`src/rtl/edge_binarizer.sv`:
```
// edge_binarizer: thresholds unsigned gradient magnitudes into 1-bit edge pixels,
// tracks (col,row) per accepted beat, zeroes a BorderPx-wide frame border and
// flags the last pixel of each frame. One register stage, full throughput.
// Ports: clk_i/rst_i (async active-low); valid_i/ready_o/mag_i/thresh_i in;
// valid_o/ready_i/edge_o/eof_o out; edge_count_o/count_valid_o statistics.
// Optional feature: define EDGE_BIN_STATS_EN to build the per-frame edge counter;
// without it edge_count_o and count_valid_o are tied to 0.
module edge_binarizer #(
   parameter int MagWidth   = 6,
   parameter int WidthOut   = 318,
   parameter int HeightOut  = 238,
   parameter int BorderPx   = 1,
   parameter int CountWidth = $clog2(WidthOut*HeightOut+1)
) (
   input  logic                  clk_i,
   input  logic                  rst_i,
   input  logic [MagWidth-1:0]   thresh_i,
   input  logic                  valid_i,
   output logic                  ready_o,
   input  logic [MagWidth-1:0]   mag_i,
   output logic                  valid_o,
   input  logic                  ready_i,
   output logic                  edge_o,
   output logic                  eof_o,
   output logic [CountWidth-1:0] edge_count_o,
   output logic                  count_valid_o
);

   localparam int ColW = (WidthOut  > 1) ? $clog2(WidthOut)  : 1;
   localparam int RowW = (HeightOut > 1) ? $clog2(HeightOut) : 1;

   localparam logic [ColW-1:0] ColLast = ColW'(WidthOut - 1);
   localparam logic [ColW-1:0] ColLo   = ColW'(BorderPx);
   localparam logic [ColW-1:0] ColHi   = ColW'(WidthOut - BorderPx);
   localparam logic [RowW-1:0] RowLast = RowW'(HeightOut - 1);
   localparam logic [RowW-1:0] RowLo   = RowW'(BorderPx);
   localparam logic [RowW-1:0] RowHi   = RowW'(HeightOut - BorderPx);

   logic [ColW-1:0]     col;
   logic [RowW-1:0]     row;
   logic [MagWidth-1:0] thresh_q;
   logic [MagWidth-1:0] thresh_sel;
   logic                accept;
   logic                first_px;
   logic                at_eol;
   logic                at_eof;
   logic                interior;
   logic                pix_edge;
   logic                valid_q;
   logic                edge_q;
   logic                eof_q;

   // The output stage can take a new beat whenever it is empty or being drained.
   assign ready_o = ~valid_q | ready_i;
   assign accept  = valid_i & ready_o;

   // First pixel of a frame compares against the live threshold so the frame
   // uses one consistent value from its very first beat.
   assign first_px   = (col == '0) && (row == '0);
   assign thresh_sel = first_px ? thresh_i : thresh_q;

   assign at_eol   = (col == ColLast);
   assign at_eof   = at_eol && (row == RowLast);
   assign interior = (col >= ColLo) && (col < ColHi) && (row >= RowLo) && (row < RowHi);
   assign pix_edge = interior && (mag_i >= thresh_sel);

   // Position counters and frame threshold latch.
   always_ff @(posedge clk_i or negedge rst_i) begin
      if (!rst_i) begin
         col      <= '0;
         row      <= '0;
         thresh_q <= '0;
      end else if (accept) begin
         if (first_px) begin
            thresh_q <= thresh_i;
         end
         if (at_eol) begin
            col <= '0;
            row <= (row == RowLast) ? '0 : row + 1'b1;
         end else begin
            col <= col + 1'b1;
         end
      end
   end

   // Output register: loads on accept, holds while stalled, empties on drain.
   always_ff @(posedge clk_i or negedge rst_i) begin
      if (!rst_i) begin
         valid_q <= 1'b0;
         edge_q  <= 1'b0;
         eof_q   <= 1'b0;
      end else if (accept) begin
         valid_q <= 1'b1;
         edge_q  <= pix_edge;
         eof_q   <= at_eof;
      end else if (ready_i) begin
         valid_q <= 1'b0;
      end
   end

   assign valid_o = valid_q;
   assign edge_o  = edge_q;
   assign eof_o   = eof_q;

`ifdef EDGE_BIN_STATS_EN
   logic [CountWidth-1:0] acc;
   logic [CountWidth-1:0] count_q;
   logic                  count_vld_q;

   // The eof beat's own edge is folded in directly so the published count
   // covers the complete frame; the pulse is independent of output backpressure.
   always_ff @(posedge clk_i or negedge rst_i) begin
      if (!rst_i) begin
         acc         <= '0;
         count_q     <= '0;
         count_vld_q <= 1'b0;
      end else begin
         count_vld_q <= accept & at_eof;
         if (accept) begin
            if (at_eof) begin
               count_q <= acc + CountWidth'(pix_edge);
               acc     <= '0;
            end else begin
               acc <= acc + CountWidth'(pix_edge);
            end
         end
      end
   end

   assign edge_count_o  = count_q;
   assign count_valid_o = count_vld_q;
`else
   assign edge_count_o  = '0;
   assign count_valid_o = 1'b0;
`endif

endmodule

```
`config.mk`:
```
export PLATFORM = sky130hd
export DESIGN_NAME = edge_binarizer
export DESIGN_NICKNAME = d
export VERILOG_FILES = /design/src/rtl/edge_binarizer.sv
export SDC_FILE = /design/constraint.sdc
export NUM_CORES = 1
export LEC_CHECK = 0
export ABC_AREA = 1
export CORE_AREA = 2 2 66 68
export CTS_BUF_LIST = sky130_fd_sc_hd__clkbuf_8 sky130_fd_sc_hd__clkbuf_16
export CTS_CLUSTER_SIZE = 30
export DETAILED_ROUTE_END_ITERATION = 10
export DIE_AREA = 0 0 68 70
export GPL_TIMING_DRIVEN = 0
export PLACE_DENSITY = 0.77
export SYNTH_ARGS = -nofsm -noshare
export SYNTH_HDL_FRONTEND = slang
export SYNTH_SLANG_ARGS = --single-unit
```
`constraint.sdc`:
```
create_clock -name clk_i -period 2.33 [get_ports clk_i]
set_input_delay 0.5825 -clock clk_i [delete_from_list [all_inputs] [get_ports clk_i]]
set_output_delay 0.5825 -clock clk_i [all_outputs]
set_load 0.05 [all_outputs]
```
==> results.toml <==
[timing]
fmax_ghz = 0.442
finalMaxSlewViolations = 0
fin_crit_ns = 2.26
skew_ns = 0.00380
relSlewSlack = 0.220
hold_slack_ns = 0.486
worst_pin_slew_ns = 1.17
setup-tns-final_ns = 0
finalHoldViolations = 0
setup_viol = 0
post-route-period-util = 0.970
layout_setup_ws_ns = 0.0690

[logic_synthesis]
synthAdderAreaFrac = 0.0809
syn_area_sq_um = 2010
synth_compound_area_frac = 0.0548
yosys_warnings = 0
syn_inst = 279
yosysSeqAreaShare = 0.324
syn-mean-instance-area_sq_um = 7.21
synth.distinct_cells = 29
synthSimpleGateAreaFrac = 0.376
synthMuxAreaShare = 0
synth_top_family_by_area = "simple AND/OR/NAND/NOR gates"
synth_xor_area_frac = 0.0174
ys_ff_latch = 26

[cts]
cts_hold_repair.buffers = 0
cts_buffers = 3
cts_root_buf = "clkbuf_8"
clkTransAtPathRegs_ns = 0.09
worstSkewPairLatency_ns = 0.27
clock_path_buffers = 2
cts.sinks = 26
htreeDepth = 1
tritoncts = "yes"

[worst_setup_path]
cp-start-kind = "input port"
crit_type = "input port to output port"
r2r-start = "col[0]"
endpoint_kind = "output port"
path_max_fanout = 3
cp-startpoint = "ready_i"
required_ns = 1.75
worstPathArrival_ns = 1.68

[power_and_ir_drop]
ir_worst_vdd_mv = 0.266
p_leak_nw = 1.31
power.density_nw_per_um2 = 759

[finish]
final_nets = 357
instances_no_fill = 379
area_delta_synth_final_pct = 23.5
postLayoutCoreUtil = 0.599
n_antenna_cell = 0
final_cell_mix = "nand2_1, buf_4, dfrtp_1"
mostFrequentLayoutCell = "nand2_1"
drive_above_1_share = 0.220

[flow_run]
maxCapViolCount = 0

[grt]
grt.total_usage = 0.182
antenna_found_initial = 0
grt_max_degree = 27
grtUsageMet3 = 0.0258
first_global_vias = 1669
grt_util_met1 = 0.222
grt_pass1_wl_um = 6930
busiest_layer = "met2"
gr-total-overflow = 0
grt_use_met2 = 0.317

[floorplanning]
die_x_um = 68
rows = 24
initial_core_util = 0.485
die_h_um = 70
core_sq_um = 4140
die_area_sq_um = 4760
io_pins = 38

[route]
wire_per_inst_um = 11.2
vias = 1798
ant_nets = 0
drt_pass1_iterations = 4
drtIter0Drc = 107
drt_wl_total_um = 4230
post_drt_via_cell_ratio = 4.74
drc = 0

[placement]
port_buffers = 19
pre_cts_ws_ns = -0.216
gp_congestion = 0.837
place_hpwl_um = 3090
place_inst = 367

[run_status]
status = "finished, final reports clean"

[hold_path]
hold_path.class = "flip-flop to flip-flop"
min-delay-start = "eof_o"
[final cells by class]
type	instances	area, sq um
plain buffers	22	164
clock buffers	4	55.1
fillers	381	1660
inverters	33	129
multi-input cells	215	1170
flip-flops and latches	26	651
well taps	52	65.1
repair buffers	27	253
[what timing repair did]
| item | 4_1_cts | 5_1_grt |
|---|---|---|
| resized for setup | 1 | 12 |
| buffers inserted | 0 | 8 |
| endpoints found under the setup margin | 1 | 1 |
| pin swaps | 0 | 5 |
[power breakdown]
group | switching, mW | internal [mW] | total, mW
Clock | 0.143 | 0.151 | 0.294
Combinational | 0.558 | 0.358 | 0.916
Sequential | 0.113 | 0.563 | 0.675
Total | 0.814 | 1.07 | 1.89
[path summary, 6_finish.rpt]
check	slack (ns)	depth (start not counted)	to
worst min register to register	0.49	2	eof_o
max in group asynchronous	0.71	1	row[5]
min in group asynchronous	0.93	1	row[6]
worst max register to register	0.11	16	edge_o
worst min-delay path	0.49	2	eof_o
worst max-delay path	0.07	4	ready_o
[flip-flops by register name (all words and copies together), names as in the netlist]
| signal | count |
|---|---|
| valid_o | 1 |
| thresh_q | 6 |
| col | 9 |
| edge_o | 1 |
| eof_o | 1 |
| row | 8 |
[metal layers]
metal	wire (um)	up-vias
met4	37	0
met3	167	4
li1	-	945
met2	2130	34
met5	0	-
met1	1890	815
[worst max-delay path, stage by stage]
cell and delay (ns):
clkdlybuf4s50_1 0.45, inv_1 0.04, nand2_2 0.07, dlygate4sd2_1 0.53
[logic make-up after synthesis]
family / Yosys count
xor+xnor: 4
buf+inv: 55
flops: 26
compound gates: 18
simple gates: 162
other cells: 1
fa+ha+maj: 13
[through the flow]
stage	area, sq um	power [mW]
after global routing	2480	2.04
after floorplan	2070	1.28
after detailed placement	2330	1.46
after global placement	2330	1.43
final	2480	1.89
after CTS	2380	1.75
[synth_stat cells]
cell type	instances	area [sq um]
nand3b_1	3	22.5
nand4_1	4	25.0
nand2_1	88	330
nor2_1	23	86.3
buf_6	1	11.3
buf_4	19	143
nand3_1	21	105
nor3_1	4	20.0
nand2_2	5	31.3
nor3b_2	2	25.0
clkinv_4	1	8.76
conb_1	1	3.75
nor3_2	1	10.0
nand2_4	1	11.3
o21ai_0	5	25.0
a21oi_1	4	20.0
nand3_2	3	30.0
nor2_2	4	25.0
xor2_1	2	17.5
buf_2	2	10.0
xnor2_1	2	17.5
o21ai_1	3	15.0
o21ai_2	4	35.0
o21bai_1	2	15.0
dfrtp_1	26	651
inv_1	28	105
inv_2	4	15.0
ha_1	13	163
nor2_4	3	33.8
Note: power is estimated with default switching activity, not from simulation.
